<file path="src/rtl/cpu_pkg.sv">
// cpu_pkg: shared definitions for the 16-bit core.
// Used by decode, the ALU wrapper and the EX flag stage.
//   - 4-bit ISA opcode map (OP_*)
//   - 3-bit branch condition codes (CC_*)
//   - flags_t: the architectural {z, v, n} flag triple
//   - flag_write_mask(): which flags each opcode writes when it commits
package cpu_pkg;

  // ISA opcode map
  localparam logic [3:0] OP_ADD    = 4'b0000;
  localparam logic [3:0] OP_SUB    = 4'b0001;
  localparam logic [3:0] OP_XOR    = 4'b0010;
  localparam logic [3:0] OP_RED    = 4'b0011;
  localparam logic [3:0] OP_SLL    = 4'b0100;
  localparam logic [3:0] OP_SRA    = 4'b0101;
  localparam logic [3:0] OP_ROR    = 4'b0110;
  localparam logic [3:0] OP_PADDSB = 4'b0111;
  localparam logic [3:0] OP_LW     = 4'b1000;
  localparam logic [3:0] OP_SW     = 4'b1001;
  localparam logic [3:0] OP_LLB    = 4'b1010;
  localparam logic [3:0] OP_LHB    = 4'b1011;
  localparam logic [3:0] OP_B      = 4'b1100;
  localparam logic [3:0] OP_BR     = 4'b1101;
  localparam logic [3:0] OP_PCS    = 4'b1110;
  localparam logic [3:0] OP_HLT    = 4'b1111;

  // Branch condition codes (ccc field of B / BR)
  localparam logic [2:0] CC_NE  = 3'b000;
  localparam logic [2:0] CC_EQ  = 3'b001;
  localparam logic [2:0] CC_GT  = 3'b010;
  localparam logic [2:0] CC_LT  = 3'b011;
  localparam logic [2:0] CC_GE  = 3'b100;
  localparam logic [2:0] CC_LE  = 3'b101;
  localparam logic [2:0] CC_OV  = 3'b110;
  localparam logic [2:0] CC_UNC = 3'b111;

  // Bit positions of each flag inside a packed flags_t
  localparam int unsigned FLAG_IDX_N = 0;
  localparam int unsigned FLAG_IDX_V = 1;
  localparam int unsigned FLAG_IDX_Z = 2;

  typedef struct packed {
    logic z;
    logic v;
    logic n;
  } flags_t;

  // Per-opcode flag write enables. Arithmetic writes all three flags, the
  // logical/shift group writes Z only, everything else leaves flags alone.
  function automatic flags_t flag_write_mask(input logic [3:0] opcode);
    flags_t mask;
    mask = '0;
    case (opcode)
      OP_ADD, OP_SUB: begin
        mask.z = 1'b1;
        mask.v = 1'b1;
        mask.n = 1'b1;
      end
      OP_XOR, OP_SLL, OP_SRA, OP_ROR: begin
        mask.z = 1'b1;
      end
      default: begin
        mask = '0;
      end
    endcase
    return mask;
  endfunction

endpackage

</file>
<file path="src/rtl/br_cond_eval.sv">
// br_cond_eval: pure combinational branch-condition evaluator.
// Shared by the EX flag stage and decode (static prediction checks).
// Ports:
//   ccc   in  3  branch condition code
//   z     in  1  zero flag
//   v     in  1  overflow flag
//   n     in  1  sign flag
//   taken out 1  condition holds for the given flags
module br_cond_eval
  import cpu_pkg::*;
(
  input  logic [2:0] ccc,
  input  logic       z,
  input  logic       v,
  input  logic       n,
  output logic       taken
);

  always_comb begin
    taken = 1'b0;
    case (ccc)
      CC_NE:   taken = ~z;
      CC_EQ:   taken = z;
      CC_GT:   taken = ~z & ~n;
      CC_LT:   taken = n;
      // Z | (~Z & ~N) reduces to Z | ~N
      CC_GE:   taken = z | ~n;
      CC_LE:   taken = n | z;
      CC_OV:   taken = v;
      CC_UNC:  taken = 1'b1;
      default: taken = 1'b0;
    endcase
  end

endmodule

</file>
<file path="src/rtl/ex_flag_unit.sv">
// ex_flag_unit: condition-flag stage downstream of the EX-stage ALU.
// Holds the core's architectural Z/V/N register, updates it from each
// committing instruction by opcode, resolves B/BR conditions and latches HLT.
// Ports:
//   clk        in  1       core clock, rising edge
//   rst_n      in  1       asynchronous active-low reset
//   ex_valid   in  1       EX holds a real instruction
//   ex_opcode  in  4       EX opcode
//   ex_result  in  DATA_W  ALU result
//   ex_ovfl    in  1       ALU overflow
//   stall      in  1       hazard unit holds EX (no commit)
//   flush      in  1       EX instruction squashed (no commit)
//   br_valid   in  1       decode presents B / BR
//   br_cond    in  3       branch condition code
//   flag_z/v/n out 1       registered flags
//   br_taken   out 1       combinational branch decision
//   halted     out 1       sticky halt indicator
module ex_flag_unit
  import cpu_pkg::*;
#(
  parameter int unsigned DATA_W    = 16,
  parameter int unsigned FWD_FLAGS = 1
) (
  input  logic              clk,
  input  logic              rst_n,
  input  logic              ex_valid,
  input  logic [3:0]        ex_opcode,
  input  logic [DATA_W-1:0] ex_result,
  input  logic              ex_ovfl,
  input  logic              stall,
  input  logic              flush,
  input  logic              br_valid,
  input  logic [2:0]        br_cond,
  output logic              flag_z,
  output logic              flag_v,
  output logic              flag_n,
  output logic              br_taken,
  output logic              halted
);

  logic   commit;
  flags_t flags_new;
  flags_t wr_mask;
  flags_t flags_d, flags_q;
  flags_t eff;
  logic   halted_d, halted_q;
  logic   cond_taken;

  always_comb begin
    // Once halted nothing commits, which freezes the flags.
    commit = ex_valid & ~stall & ~flush & ~halted_q;

    flags_new.z = (ex_result == '0);
    flags_new.v = ex_ovfl;
    flags_new.n = ex_result[DATA_W-1];

    wr_mask = commit ? flag_write_mask(ex_opcode) : '0;

    flags_d.z = wr_mask.z ? flags_new.z : flags_q.z;
    flags_d.v = wr_mask.v ? flags_new.v : flags_q.v;
    flags_d.n = wr_mask.n ? flags_new.n : flags_q.n;

    halted_d = halted_q | (commit & (ex_opcode == OP_HLT));

    // flags_d already equals flags_q for any flag not written this cycle, so
    // bypassing flags_d forwards exactly the flags the committing opcode writes.
    eff = (FWD_FLAGS != 0) ? flags_d : flags_q;
  end

  always_ff @(posedge clk or negedge rst_n) begin
    if (!rst_n) begin
      flags_q  <= '0;
      halted_q <= 1'b0;
    end else begin
      flags_q  <= flags_d;
      halted_q <= halted_d;
    end
  end

  br_cond_eval u_br_cond_eval (
    .ccc   (br_cond),
    .z     (eff.z),
    .v     (eff.v),
    .n     (eff.n),
    .taken (cond_taken)
  );

  assign br_taken = br_valid & cond_taken;
  assign flag_z   = flags_q.z;
  assign flag_v   = flags_q.v;
  assign flag_n   = flags_q.n;
  assign halted   = halted_q;

endmodule

</file>
<file path="config.mk">
export PLATFORM = sky130hd
export DESIGN_NAME = ex_flag_unit
export DESIGN_NICKNAME = d
export VERILOG_FILES = /design/src/rtl/cpu_pkg.sv /design/src/rtl/br_cond_eval.sv /design/src/rtl/ex_flag_unit.sv
export SDC_FILE = /design/constraint.sdc
export NUM_CORES = 1
export LEC_CHECK = 0
export BUFFER_PORTS_ARGS = -buffer_cell sky130_fd_sc_hd__buf_2
export CAP_MARGIN = 20
export CORE_AREA = 2 2 39 41
export DETAILED_ROUTE_END_ITERATION = 12
export DIE_AREA = 0 0 41 43
export PLACE_DENSITY_LB_ADDON = 0.25
export SLEW_MARGIN = 20
export SYNTH_ARGS = -nofsm -noshare
export SYNTH_HDL_FRONTEND = slang
export SYNTH_SLANG_ARGS = --single-unit
export TNS_END_PERCENT = 30
</file>
<file path="constraint.sdc">
create_clock -name clk -period 2.4 [get_ports clk]
set_input_delay 0.48 -clock clk [delete_from_list [all_inputs] [get_ports clk]]
set_output_delay 0.48 -clock clk [all_outputs]
set_load 0.02 [all_outputs]
</file>
==> key figures, run 1 <==
Finish
  – Final non-filler cell total: 103
  – Final Instance Area: between 600 and 700 um2
  – Inserted Diodes: 0
  – Layout Nets: between 100 and 150
  – Area growth syn-to-layout: 81.5%
  – Share of post-route cells with drive strength above 1: between 60% and 70%

STA
  – Setup Skew: around 0.00047 ns
  – Final Max Slew Viols: 0
  – Max-Slew Margin vs Limit: approximately three quarters
  – Unrepaired setup endpoints after global routing: yes
  – Setup_tns: -0.0997 ns
  – Final Worst Setup Slack: -0.0997 ns
  – Final period util: 104%
  – Slew @ Worst Pin: about 0.35 ns
  – Maximum clock frequency: 0.400 GHz
  – Fin. Hold Viols: 0
  – Setup violators final: 1
  – Minimum clock period: between 2 and 2.5 ns

Placed design
  – Placed Area: around 630 um2
  – Worst slack at placement: -0.153 ns
  – Placed Cells: 100
  – IO buf count: 34
  – Post-DP HPWL: between 900 and 1000 um
  – Gpl congestion: between 0.7 and 0.8

Floorplanning
  – Die Footprint: around 1800 um2
  – Initial core utilization: 27.3%
  – I/O pin cnt: 35
  – CORE AREA: 1380 um2
  – FP Rows: 14
  – Die Ht: between 40 and 50 um
  – Die Wd: a little over 40 um

Route
  – Final WL: about 1200 um
  – Starting DRC count in detailed routing: 17
  – Vias: 554
  – Post-detailed-route DRC marker count: 0
  – WL per Instance: roughly 11 um
  – Detailed Routing Iterations Pass 1: 4
  – Via density: between 5 and 6
  – Routed Antenna Nets: 0

Clock network
  – Post-CTS Setup Repair Bufs: 0
  – Clock slew at reported path FFs: 0.03 ns
  – TritonCTS Buffers: 3
  – Max clock buf depth: 2
  – Clk root buf: clkbuf_4
  – Hold-fix buffers, CTS: 0
  – TritonCTS clock tree: built
  – Insertion delay to the later sink of the worst-skew pair: around 0.22 ns
  – Num Clock Sinks: 4
  – H-tree depth: 1

Yosys
  – Syn Nets: 73
  – Async S/R FF share, synth: between 90% and 100%
  – Synth top cells by count: 4 x dfrtp_1, 4 x nor4_1, 3 x inv_1, 3 x nand2_1
  – Cell area after synthesis: ~380 um2
  – Syn Area/Cell: ~8.8 um2
  – Synth cell types: 29
  – Post-synthesis sequential area ratio: 26.5%
  – FF+latch count, synth: 4
  – Synth area leader: dfrtp_1
  – EDFF count, synth: 0
  – Top post-synthesis cells by area: dfrtp_1 26%, nor4_1 6.6%, a211o_1 4.6%, a211oi_1 4.0%, nand4_1 3.3%
  – Synth Flop Type: dfrtp_1
  – YS warnings: 0
  – Post-Syn Instances: between 40 and 50
  – Yosys top cell area share: a little over a quarter

Flow run
  – Max_cap viols: 0

Power and ir drop
  – Pwr dens: about 420 nW/um2
  – Maximum VDD drop: between 0.2 and 0.25 mV
  – LEAKAGE: around 0.33 nW
  – P_sw: around 88 uW
  – Seq pwr share: 31.5%
  – Clock power frac: between 20% and 30%
  – Pint: ~200 uW
  – Combinational power share: 41.3%
  – Sw Ratio: 30.9%

Critical path
  – Crit Path Class: in2out
  – Crit start category: input port
  – WP data arrival: around 2.0 ns
  – Crit-path max FO: 4
  – CP Capture Type: primary output
  – Worst EP required: 1.92 ns
  – Reg2Reg Depth: 4

Global route
  – Gr usage total: between 10 and 15%
  – Initial antenna violation count: 0
  – First-pass GRT wire length: 1830 um
  – Grt ovf: 0
  – Largest net degree at the start of global routing: 8
  – Number of global-route vias before repair: 513

Status
  – Status: complete, but fails checks
  – Failing checks: setup timing

Worst hold path
  – Tightest Hold Check Type: in2async
cell usage in the layout, fill, tap and decap left out, drive strengths merged:
| cell type | netlist | routed |
|---|---|---|
| a211o | 2 | 2 |
| a211oi | 2 | 2 |
| a21boi | 1 | 1 |
| a21oi | 1 | 1 |
| a311oi | 1 | 1 |
| a31oi | 1 | 1 |
| a41o | 1 | 1 |
| and2 | 1 | 1 |
| and4 | 1 | 1 |
| buf | 0 | 41 |
| clkbuf | 0 | 3 |
| dfrtp | 4 | 4 |
| inv | 3 | 3 |
| mux2 | 1 | 1 |
| nand2 | 3 | 3 |
| nand3 | 1 | 1 |
| nand4 | 2 | 2 |
| nand4bb | 1 | 1 |
| nor2 | 1 | 1 |
| nor2b | 2 | 2 |
| nor3 | 1 | 1 |
| nor3b | 1 | 1 |
| nor4 | 5 | 5 |
| o21ai | 1 | 1 |
| o21bai | 1 | 1 |
| o22ai | 1 | 1 |
| o311ai | 1 | 1 |
| o41ai | 1 | 1 |
| or3b | 1 | 1 |
| or4 | 1 | 1 |
path summary, 6_finish.rpt:
check	startpoint	endpoint	slack, ns
hold / removal	rst_n	flag_v	0.05
max in group asynchronous	rst_n	halted	2.22
min in group clk	ex_opcode[0]	halted	0.53
setup / recovery	ex_opcode[1]	br_taken	-0.1
setup reg to reg	halted	flag_v	0.92
hold reg to reg	halted	halted	0.57
critical path, stage by stage:
cell	delay (ns)
buf_8	0.11
or4_4	0.55
o22ai_2	0.15
o311ai_1	0.11
a211o_1	0.28
a31oi_2	0.18
buf_4	0.16
power groups by stage:
stage | Clock, mW | Sequential (mW) | Combinational, mW
after floorplan | 0 | 0.0988 | 0.0392
after global placement | 0 | 0.0885 | 0.111
after detailed placement | 0 | 0.0886 | 0.112
after CTS | 0.0818 | 0.0887 | 0.118
after global routing | 0.0887 | 0.0916 | 0.128
final | 0.0774 | 0.0898 | 0.118
sequential cells by signal, summed over array words and instances, names as in the netlist:
signal  flops
flag_n      1
flag_v      1
flag_z      1
halted      1
cell families (layout without fill, tap and decap cells):
logic type             Yosys count  after routing  synth area share (%)
AOI/OAI and AO/OA               14             14                  30.1
buffers and inverters            3             47                  2.98
DFF                              4              4                  26.5
muxes                            1              1                  2.98
and+or+nand+nor                 21             21                  37.4
per-layer routing:
| layer | vias to the layer above | global-route usage [%] | share of wire, % |
|---|---|---|---|
| li1 | 271 | - | - |
| met4 | 0 | 2.00 | 0 |
| met2 | 30 | 25.6 | 51 |
| met1 | 253 | 17.2 | 39 |
| met5 | - | 0 | 0 |
| met3 | 0 | 1.57 | 9.6 |
metrics by stage:
stage	hold slack [ns]	power (mW)	util [%]
floorplan	0.184	0.138	-
global placement	0.286	0.199	45.3
detailed placement	0.288	0.200	45.3
CTS	0.0475	0.288	49.3
global route	0.0477	0.308	49.5
finish	0.0527	0.285	49.5
layout make-up:
class	count	area (um2)
inverters	3	11.3
well taps	16	20.0
repair buffers	41	241
fillers	140	698
flip-flops and latches	4	101
multi-input cells	36	289
clock buffers	3	22.5
what timing repair did:
item / CTS / global route
gates cloned: 0 / 0
endpoints found under the hold margin: 0 / 0
setup endpoints to repair: 1 / 1
pin swaps: 2 / 1
gates resized for setup: 8 / 2
Power figures use the tool's default switching activity.
==> run 2: changes to the inputs <==
- clock period: 2.4 -> 2.76 ns (I/O delays scaled with it)
==> run 2 against run 1 <==
Compared with the run above:
- the flow now finishes without violations
- worst setup slack improved by 0.17 ns
- utilization decreased by 6.3 points
- total power decreased by 18%
- critical path type unchanged
- critical path depth unchanged
- final cell count decreased by 5.8%
==> key figures, run 2 (same netlist as run 1, synthesis figures left out) <==
Finish
  – Final Instance Area: 598 um2 (-13%)
  – Final non-filler cell total: 97 (-5.8%)
  – Share of post-route cells with drive strength above 1: 54.3% (-6.6 points)
  – Area growth syn-to-layout: 58.3%
  – Most common cell after layout, fill and taps aside: buf_2
  – Most frequent cells in the layout: 34 x buf_2, 4 x nor4_1, 4 x dfrtp_1
  – Inserted Diodes: 0 (unchanged)
  – Layout Nets: 113 (-5.0%)

Power and ir drop
  – Clock power frac: 30.6% (+3.4 points)
  – Maximum VDD drop: 0.220 mV (-8.6%)
  – Combinational power share: 36.6% (-4.7 points)
  – Pwr dens: 389 nW/um2 (-6.4%)
  – P_sw: 74.8 uW (-15%)
  – LEAKAGE: 0.299 nW (-11%)
  – Pint: 158 uW (-20%)
  – Seq pwr share: 32.8% (+1.3 points)
  – Total power: 233 uW (-18%)
  – Sw Ratio: 32.1% (+1.2 points)

Clock network
  – PostCTS Resize Cnt: 0 (-8)
  – TritonCTS Buffers: 3 (unchanged)
  – Post-CTS Setup Repair Bufs: 0 (unchanged)
  – Max clock buf depth: 2 (unchanged)
  – Num Clock Sinks: 4 (unchanged)
  – Hold-fix buffers, CTS: 0 (unchanged)
  – H-tree depth: 1 (unchanged)
  – TritonCTS clock tree: built
  – Clk root buf: clkbuf_4
  – Clock slew at reported path FFs: 0.04 ns (about the same)
  – Insertion delay to the later sink of the worst-skew pair: 0.23 ns (about the same)

Route
  – Via density: 5.25 (-2.4%)
  – Detailed Routing Iterations Pass 1: 4 (unchanged)
  – WL per Instance: 11.4 um (about the same)
  – Starting DRC count in detailed routing: 5 (-12)
  – Final WL: 1100 um (-5.8%)
  – Vias: 509 (-8.1%)
  – Post-detailed-route DRC marker count: 0 (unchanged)
  – Routed Antenna Nets: 0 (unchanged)

STA
  – Final period util: between 90% and 100%
  – Unrepaired setup endpoints after global routing: no
  – Maximum clock frequency: ~0.37 GHz
  – Slew @ Worst Pin: 0.320 ns (-0.0279 ns)
  – Max-Slew Margin vs Limit: 78.5% (+2.0 points)
  – Setup violators final: 0 (-1)
  – Setup Skew: 0.00373 ns (+0.00325 ns)
  – Final Max Slew Viols: 0 (unchanged)
  – Fin. Hold Viols: 0 (unchanged)
  – Setup_tns: 0 ns (+0.0997 ns)
  – Final Worst Setup Slack: 0.0699 ns (+0.170 ns)
  – Minimum clock period: 2.69 ns

Placed design
  – IO buf count: 34 (unchanged)
  – Placed Area: 576 um2 (-8.2%)
  – Post-DP HPWL: 956 um (-0.34%)
  – Worst slack at placement: 0.0900 ns (+0.243 ns)
  – Gpl congestion: 0.774 (+4.7%)
  – Placed Cells: 94 (-6.0%)

Flow run
  – Max_cap viols: 0 (unchanged)

Critical path
  – CP Capture Type: primary output
  – Crit Path Class: in2out
  – Crit-path max FO: 4 (unchanged)
  – Crit start category: input port
  – WP data arrival: 2.14 ns (+0.12 ns)
  – Worst EP required: 2.21 ns (+0.29 ns)

Floorplanning
  – Die Footprint: 1760 um2 (unchanged)
  – Initial core utilization: 27.3% (unchanged)
  – I/O pin cnt: 35 (unchanged)
  – CORE AREA: 1380 um2 (unchanged)
  – FP Rows: 14 (unchanged)
  – Die Ht: 43 um (unchanged)
  – Die Wd: 41 um (unchanged)

Worst hold path
  – Tightest Hold Check Type: in2async

Global route
  – Number of global-route vias before repair: 468 (-8.8%)
  – Grt ovf: 0 (unchanged)
  – First-pass GRT wire length: 1710 um (-6.4%)
  – Gr usage total: 14.0% (-0.19 points)
  – Initial antenna violation count: 0 (unchanged)
  – Largest net degree at the start of global routing: 8 (unchanged)

Status
  – Status: completed
run 2: cell count changes in the layout (fill, tap and decap cells not counted), sizes merged:
cell | before | now
buf | 41 | 35
run 2: cell type report:
class	instances	area (um2)
sequential	4	100
timing repair buffer	35	178
clock buffer	3	22.5
fill	149	786
inverter	3	11.3
multi-input combinational	36	267
tap	16	20.0
run 2: worst max-delay path, cell delays in order:
cell and delay (ns):
buf_2 0.13, or4_4 0.55, nor3_1 0.21, a311oi_1 0.08, a211o_1 0.28, a31oi_1 0.16, buf_2 0.19
run 2: through the flow:
stage | hold WS [ns] | utilization, %
CTS | 0.110 | 43.2
detailed placement | 0.360 | 41.6
finish | 0.115 | 43.2
global placement | 0.357 | 41.6
global route | 0.111 | 43.2
floorplan | 0.256 | -
run 2: layer usage:
layer / GRT usage (%) / routed length (um)
met1: 16.0 / 477
met2: 24.4 / 527
met3: 1.57 / 97
met4: 6.00 / 0
met5: 0 / 0
run 2: power groups by stage:
stage | sequential [mW] | combinational (mW) | clock (mW)
2_1_floorplan | 0.0859 | 0.0329 | 0
3_3_place_gp | 0.0769 | 0.0845 | 0
3_5_place_dp | 0.0772 | 0.0855 | 0
4_1_cts | 0.0765 | 0.0858 | 0.0758
5_1_grt | 0.0779 | 0.0929 | 0.0828
6_report | 0.0763 | 0.0851 | 0.0712
run 2: final timing paths:
kind / from / endpoint / slack (ns) / depth (start not counted)
worst max-delay path: ex_opcode[1] / br_taken / 0.07 / 7
worst min-delay path: rst_n / halted / 0.11 / 1
worst max register to register: halted / flag_v / 1.30 / 3
worst min register to register: halted / halted / 0.58 / 1
max in group asynchronous: rst_n / flag_n / 2.53 / 1
min in group clk: halted / halted / 0.58 / 1
